### src/rtl/gb_oam_dma.sv
// OAM DMA bus stage sitting directly behind the core.
// Routes core accesses to external memory, OAM, HRAM or the DMA register,
// and runs the 160-byte OAM copy. While the copy owns the main bus, every
// core access except HRAM and the DMA register reads 8'hFF.
//
// state  | meaning
// -------+--------------------------------------------------------------
// IDLE   | no transfer; the core owns the external bus and the OAM port
// START  | one-cycle setup after a DMA register write
// XFER   | one source read per cycle, idx 0..XFER_LEN-1
module gb_oam_dma #(
    parameter int          XFER_LEN  = 160,
    parameter logic [15:0] HRAM_BASE = 16'hFF80,
    parameter logic [15:0] DMA_REG   = 16'hFF46
) (
    input  logic        clk,
    input  logic        rst,
    input  logic [15:0] cpu_addr,
    input  logic [7:0]  cpu_d_out,
    input  logic        cpu_write,
    output logic [7:0]  cpu_d_in,
    output logic [15:0] mem_addr,
    output logic [7:0]  mem_d_out,
    output logic        mem_write,
    input  logic [7:0]  mem_d_in,
    output logic [7:0]  oam_addr,
    output logic [7:0]  oam_wdata,
    output logic        oam_we,
    input  logic [7:0]  oam_rdata,
    output logic        busy
);

    localparam logic [7:0] LAST_IDX = 8'(XFER_LEN - 1);

    typedef enum logic [1:0] {
        S_IDLE  = 2'd0,
        S_START = 2'd1,
        S_XFER  = 2'd2
    } state_t;

    state_t     r_state;
    state_t     w_next_state;
    logic [7:0] r_idx;
    logic [7:0] w_next_idx;
    logic [7:0] r_dma_src;
    logic       r_wr_valid;
    logic [7:0] r_wr_idx;
    logic [7:0] r_wr_data;
    logic [7:0] r_hram [0:126];

    logic       w_is_dma;
    logic       w_is_hram;
    logic       w_is_oam;
    logic       w_dma_wr;
    logic       w_xfer;
    logic [7:0] w_page;
    logic [6:0] w_hram_off;

    assign w_is_dma   = (cpu_addr == DMA_REG);
    assign w_is_hram  = (cpu_addr >= HRAM_BASE) && (cpu_addr <= 16'hFFFE);
    assign w_is_oam   = (cpu_addr >= 16'hFE00) && (cpu_addr <= 16'hFE9F);
    assign w_dma_wr   = cpu_write && w_is_dma;
    assign w_xfer     = (r_state == S_XFER);
    assign w_hram_off = 7'(cpu_addr - HRAM_BASE);
    // Sources E0..FF mirror the C000-DFFF work RAM, as echo RAM does.
    assign w_page     = (r_dma_src < 8'hE0) ? r_dma_src : (r_dma_src - 8'h20);

    // State register.
    always_ff @(posedge clk) begin
        if (!rst) begin
            r_state <= S_IDLE;
            r_idx   <= 8'h00;
        end else begin
            r_state <= w_next_state;
            r_idx   <= w_next_idx;
        end
    end

    // Next state: a DMA register write restarts from any state.
    always_comb begin
        w_next_state = r_state;
        w_next_idx   = r_idx;
        case (r_state)
            S_IDLE:  w_next_state = S_IDLE;
            S_START: begin
                w_next_state = S_XFER;
                w_next_idx   = 8'h00;
            end
            S_XFER: begin
                if (r_idx == LAST_IDX) begin
                    w_next_state = S_IDLE;
                    w_next_idx   = 8'h00;
                end else begin
                    w_next_idx = r_idx + 8'h01;
                end
            end
            default: begin
                w_next_state = S_IDLE;
                w_next_idx   = 8'h00;
            end
        endcase
        if (w_dma_wr) begin
            w_next_state = S_START;
            w_next_idx   = 8'h00;
        end
    end

    // Source register and the one-deep read->OAM-write pipeline.
    // A read taken in XFER is always committed the next cycle, even when
    // the same cycle restarts the transfer.
    always_ff @(posedge clk) begin
        if (!rst) begin
            r_dma_src  <= 8'h00;
            r_wr_valid <= 1'b0;
            r_wr_idx   <= 8'h00;
            r_wr_data  <= 8'h00;
        end else begin
            if (w_dma_wr) begin
                r_dma_src <= cpu_d_out;
            end
            r_wr_valid <= w_xfer;
            if (w_xfer) begin
                r_wr_idx  <= r_idx;
                r_wr_data <= mem_d_in;
            end
        end
    end

    // HRAM storage; deliberately not cleared by reset.
    always_ff @(posedge clk) begin
        if (rst && cpu_write && w_is_hram) begin
            r_hram[w_hram_off] <= cpu_d_out;
        end
    end

    // Bus routing. Everything is held quiet while reset is asserted.
    always_comb begin
        cpu_d_in  = 8'hFF;
        mem_addr  = 16'h0000;
        mem_d_out = 8'h00;
        mem_write = 1'b0;
        oam_addr  = 8'h00;
        oam_wdata = 8'h00;
        oam_we    = 1'b0;
        busy      = 1'b0;
        if (rst) begin
            busy = (r_state != S_IDLE) || r_wr_valid;
            if (w_xfer) begin
                mem_addr = {w_page, r_idx};
            end
            if (r_wr_valid) begin
                oam_addr  = r_wr_idx;
                oam_wdata = r_wr_data;
                oam_we    = 1'b1;
            end
            if (w_is_dma) begin
                cpu_d_in = r_dma_src;
            end else if (w_is_hram) begin
                cpu_d_in = r_hram[w_hram_off];
            end else if (w_is_oam) begin
                if (!w_xfer && !r_wr_valid) begin
                    oam_addr  = cpu_addr[7:0];
                    oam_wdata = cpu_d_out;
                    oam_we    = cpu_write;
                    cpu_d_in  = oam_rdata;
                end
            end else if (!w_xfer) begin
                mem_addr  = cpu_addr;
                mem_d_out = cpu_d_out;
                mem_write = cpu_write;
                cpu_d_in  = mem_d_in;
            end
        end
    end

endmodule

### config.mk
export PLATFORM = sky130hd
export DESIGN_NAME = gb_oam_dma
export DESIGN_NICKNAME = d
export VERILOG_FILES = /design/src/rtl/gb_oam_dma.sv
export SDC_FILE = /design/constraint.sdc
export NUM_CORES = 1
export LEC_CHECK = 0
export CAP_MARGIN = 30
export CELL_PAD_IN_SITES_DETAIL_PLACEMENT = 1
export CELL_PAD_IN_SITES_GLOBAL_PLACEMENT = 2
export CORE_UTILIZATION = 43
export DETAILED_ROUTE_END_ITERATION = 8
export PLACE_DENSITY_LB_ADDON = 0.08
export SLEW_MARGIN = 20
export SYNTH_ARGS = -nofsm -noshare
export SYNTH_HDL_FRONTEND = slang
export SYNTH_SLANG_ARGS = --single-unit
### constraint.sdc
create_clock -name clk -period 2.9 [get_ports clk]
set_clock_uncertainty 0.2 [all_clocks]
set_input_delay 0.435 -clock clk [delete_from_list [all_inputs] [get_ports clk]]
set_output_delay 0.435 -clock clk [all_outputs]
set_load 0.01 [all_outputs]
Word-level counts from Yosys, hierarchy flattened:

Memory sizes are Yosys's and may differ from the RTL's.
Index checks and enable logic that the tools add are counted.

* bits in registers: 35
* bits in latches: 0
* bits in writable memories: 1016
* bits in read-only memories: 0
* input port bits: 43
* output and inout bits: 51
* memories: 1

Memories
* r_hram: words 127, width 8, rd ports 1, clocked after memory_dff 0, wr ports 1, line 49 `logic [7:0] r_hram [0:126];`

* add/sub/neg operators: 3
* multiply operators: 0
* divide/modulo/power cells: 0
* $lt $le $gt $ge: 5
* eq/ne operators: 6
* shift operators: 0
* muxes and demuxes: 49
* bitwise logic cells: 1
* reduce and logical (&&, ||, !) cells: 12

Operators by type and width (count)
* two-way mux 8 bit: 25
* two-way mux 16 bit: 6
* greater-or-equal comparator 16 bit, second input constant: 2
* less-or-equal comparator 16 bit, second input constant: 2
* == test 16 bit, second input constant: 1
* case mux 8 bit (2 select lines): 1
* two-way mux 1 bit: 15
* adder 8 x 1 -> 8 bit, second input constant: 1
* == test 8 bit, second input constant: 1
* < comparator 8 bit, second input constant: 1
* subtractor 8 x 6 -> 8 bit, second input constant: 1
* subtractor 7 x 1 -> 7 bit, second input constant: 1
* logical AND 1 bit: 6
* case mux 2 bit (2 select lines): 1
* inequality test 3 x 2 -> 1 bit, second input constant: 1
* == test 2 x 1 -> 1 bit, second input constant: 1
* == test 2 bit, second input constant: 1
* zero test 1 bit: 2
* zero test 2 bit: 1
* two-way mux 2 bit: 1
* inequality test 2 x 1 -> 1 bit, second input constant: 1
* nonzero test 2 bit: 1
* OR reduction 2 bit: 1
* logical OR 1 bit: 1
* inverter 1 bit: 1

Longest topological paths before layout:

* depth after elaboration: 8
* depth in mapped cells: 12
* mapped depth without buffers: 6

Least setup slack after synthesis:

Ideal clock, no wire load.

* kind: input to output
* start point: input cpu_addr[1]
* end point: output cpu_d_in[3]
* data arrival time: 2.488 ns
* path slack: -0.223 ns
* stages: 8
* buffers on the path: 3
* cells stage by stage: buf_2 -> buf_2 -> buf_1 -> mux4_2 -> mux4_2 -> a31oi_1 -> o211ai_1 -> o31a_1

* longest elaborated chain between the ends: 6
* elaborated cells between the ends (all ways): 13
* classes of those cells: 1 x add/sub; 4 x order compare; 1 x eq/ne; 4 x mux; 2 x reduce/logical; 1 x memory

Ends and longest elaborated chain
* from (decl): line 18 `input logic [15:0] cpu_addr,`
* branches (longest 4 deep; another with memory (127 x 8 bit))
* two-way mux 8 bit (*): line 156 `if (w_is_dma) begin`
* two-way mux 8 bit (*): line 146 `if (rst) begin`
* to (decl): line 21 `output logic [7:0] cpu_d_in,`

Mark *: on every way between the ends.

Worst setup path in the final report:

* start point: memory r_hram[48][5]
* end point: output cpu_d_in[5]

* longest elaborated chain between the ends: 4

Ends and longest elaborated chain
* from (decl): line 49
* memory (127 x 8 bit)
* two-way mux 8 bit: line 158 `end else if (w_is_hram) begin`
* two-way mux 8 bit: line 156
* two-way mux 8 bit: line 146

Every way passes these cells.

==> results by group <==
Status
  • Status: finished, violations left
  • Failing checks: setup timing

Synth
  • Post-Syn Area: 41990 um^2
  • Mapped Nets: 2481
  • Post-synth ARST share: 0%
  • Post-synthesis instance total: 2436
  • Post-synth EDFFs: 1016
  • Register area share after synthesis: 74.33%
  • Syn avg cell area: 17.24 um^2
  • Count of unique library cells instantiated by Yosys: 71
  • Yosys reg bits: 1051
  • Yosys warning count: 0
  • Top_reg_cell synth: edfxtp_1

Routing
  • Post-route ant nets: 0
  • Via Count: 26430
  • First-pass DRT Iterations: 5
  • Vias per Instance: 5.964
  • Drt initial violations: 2769
  • DRC Markers: 0
  • WL per Instance: 32.16 um
  • Final wirelength: 142500 um

Floorplanning
  • Initial Utilization: 43.42%
  • Core region area: 96710 um^2
  • FP Rows: 114
  • DIE AREA: 98900 um^2
  • Io pins: 94
  • Die height: 314.5 um
  • Overall die width: 314.5 um

Power
  • Max VDD drop: 0.5520 mV
  • Total chip power: 0.03303 W
  • Leakage: 18.14 nW
  • Power density over the cells: 616.3 nW/um^2

CTS
  • Deepest level of the CTS H-tree: 3
  • Num CTS Buffers: 110
  • Clock root buffer: clkbuf_16
  • TritonCTS clock tree: yes
  • Max clock buf depth: 3
  • CTS clk-pin slew, worst paths: 0.06 ns
  • Clk Latency, worst-skew pair: 0.69 ns
  • CTS sink count: 1051

Placed design
  • IO Port Bufs: 93
  • Placed cell count: 4142
  • Placed Area: 48340 um^2
  • Pre-CTS setup slack: -1.618 ns
  • Placer Congestion: 0.8887
  • HPWL after detailed placement: 93760 um

Setup path
  • CP max FO: 1
  • Req. time, crit path: 2.27 ns
  • CP Buf/Inv Count: 3
  • CP delay by family, top: multiplexers
  • CP Cell Sequence: mux4_2, mux4_2, or3_4, o311ai_4, buf_6, a31oi_1, buf_4, o21a_4, buf_6
  • Arrival @ worst endpoint: 3.26 ns
  • CP Launch Type: flip-flop
  • Slowest CP cell: mux4_2
  • CP max stage delay: 0.54 ns
  • Critical path class: reg -> out
  • CP endpoint kind: output pin

Timing
  • RSZ-0062 raised after global routing: true
  • Final period utilization: 134.4%
  • Hold Violations, Final: 0
  • Slew @ Worst Pin: 1.026 ns
  • Minimum clock period: 3.898 ns
  • Worst rel slew slack: 31.37%
  • Final setup fails: 44
  • Slew Viols, Final: 0
  • Max Fclk: 256.5 MHz
  • Setup WS post-layout: -0.9981 ns

Global routing
  • Total GRT Usage: 28.91%
  • Global route total overflow: 0
  • Vias in the first global route: 27590
  • Largest net degree at the start of global routing: 129
  • First-pass GRT wire length: 203100 um
  • Initial antenna violation count: 7

Finish
  • Area growth syn-to-layout: 27.63%
  • Layout cells sized above 1: 36.41%
  • Nets: 3101
  • Finished Layout Cells: 4431
  • Post-route cell area: 53590 um^2

Min path
  • Worst hold-check path type: in -> reg

Job
  • Max-cap violation count: 0
-- synth_stat cells (8+ instances only) --
cell | number | share of area [%]
mux2_2 | 39 | 1.0
edfxtp_1 | 1016 | 73
buf_1 | 16 | 0.14
dfxtp_1 | 35 | 1.7
mux2i_1 | 59 | 1.4
nand3_1 | 24 | 0.29
and3_1 | 25 | 0.37
o21ai_0 | 66 | 0.79
a22o_1 | 37 | 0.77
a22oi_1 | 58 | 1.0
buf_2 | 51 | 0.61
buf_4 | 25 | 0.45
a31oi_1 | 16 | 0.24
o2bb2ai_1 | 8 | 0.17
nor2_1 | 192 | 1.7
a221o_1 | 22 | 0.52
o22ai_1 | 16 | 0.24
a21oi_1 | 77 | 0.92
clkbuf_1 | 78 | 0.70
and3b_1 | 12 | 0.25
nand2b_1 | 20 | 0.30
nor2b_1 | 11 | 0.16
mux4_2 | 140 | 7.5
o211ai_1 | 10 | 0.18
nor4_1 | 10 | 0.15
a221oi_1 | 84 | 1.8
nand2_1 | 136 | 1.2
and2_1 | 8 | 0.12
nor3_1 | 26 | 0.31
-- per-layer routing --
metal | wire length (um) | track usage [%] | vias up
met5 | 34 | 0 | -
met4 | 4411 | 8.892 | 6
met3 | 10050 | 5.000 | 215
met2 | 67580 | 46.17 | 979
met1 | 60450 | 40.56 | 14070
li1 | - | - | 11160
-- power by group --
part | leakage [nW] | switching (W) | internal (W) | total, W
Clock | 1.70 | 0.00607 | 0.00790 | 0.0140
Combinational | 7.03 | 0.00143 | 0.000998 | 0.00242
Sequential | 9.41 | 0.0000000321 | 0.0166 | 0.0166
-- through the flow --
step | util, % | TNS [ns] | hold slack, ns
detailed placement | 49.99 | -485.13 | 0.2505
global route | 55.41 | -16.08 | 0.1403
finish | 55.41 | -13.21 | 0.1041
floorplan | - | -4.554 | 0.2368
CTS | 54.84 | -13.66 | 0.1441
global placement | 49.98 | -479.63 | 0.2453
-- layout by cell type (no fill, tap or decap), types with 8 or more instances in the layout --
cell	count
o211ai_1	10
buf_12	65
nor4_1	8
nand2_1	129
mux2_2	37
and3_4	13
a31oi_1	13
buf_2	36
nand2b_1	20
and3_1	11
a22o_1	37
a22oi_2	17
clkinv_1	29
nor2_1	177
mux2i_1	56
clkdlybuf4s50_1	19
o21ai_1	8
o2bb2ai_1	8
o21ai_0	54
o22ai_1	13
a221o_1	22
nor2_2	15
a21oi_2	8
bufinv_16	9
buf_6	60
clkinvlp_4	14
nor3_1	19
nand3_1	21
a22oi_1	41
a221oi_1	74
mux4_2	140
clkinv_2	19
edfxtp_1	1016
buf_4	475
clkbuf_1	20
dfxtp_1	32
a21oi_1	66
clkbuf_16	113
and3b_1	11
-- layout make-up --
cell class,instances,area [um^2]
repair buffers,684,6381
well taps,1276,1597
fillers,8827,43120
flip-flops and latches,1051,31210
clock buffers,132,2878
clock inverters,77,684.4
diodes,2,5.005
multi-input cells,1199,10790
inverters,10,40.04
-- state kept, by name (all words and copies together), names as in the netlist --
| register | flops |
|---|---|
| r_hram | 1016 |
| r_dma_src | 8 |
| r_idx | 8 |
| r_wr_data | 8 |
| r_wr_idx | 8 |
| r_state | 2 |
| r_wr_valid | 1 |
-- worst paths after layout --
kind	startpoint	endpoint	slack, ns	cells past startpoint
worst max register to register	r_state[0]$_SDFFE_PN0P_	r_idx[7]$_SDFFE_PP0P_	0.94	6
worst min-delay path	cpu_d_out[7]	r_hram[85][7]$_DFFE_PP_	0.10	2
worst min register to register	r_wr_idx[7]$_SDFFE_PN0P_	r_wr_idx[7]$_SDFFE_PN0P_	0.27	2
worst max-delay path	r_hram[48][5]$_DFFE_PP_	cpu_d_in[5]	-1.0	9
-- repair_timing --
item,4_1_cts,5_1_grt
hold endpoints to repair,25,0
pin swaps,55,37
setup endpoints to repair,148,48
resized for setup,405,86
hold buffers,2,0
setup buffers,41,35
cloned,6,1
-- cell families (layout without fill, tap and decap cells) --
kind of cell    after synthesis  in the layout  share of synthesized area, %
compound gates              459            459                         7.960
xor+xnor                      3              3                       0.06259
fa+ha+maj                     2              2                       0.05959
buf+inv                     187            903                         2.172
flops                      1051           1051                         74.33
mux                         238            238                         9.962
other cells                   0              2                             0
simple gates                496            497                         5.450
Note: power is estimated with default switching activity, not from simulation.
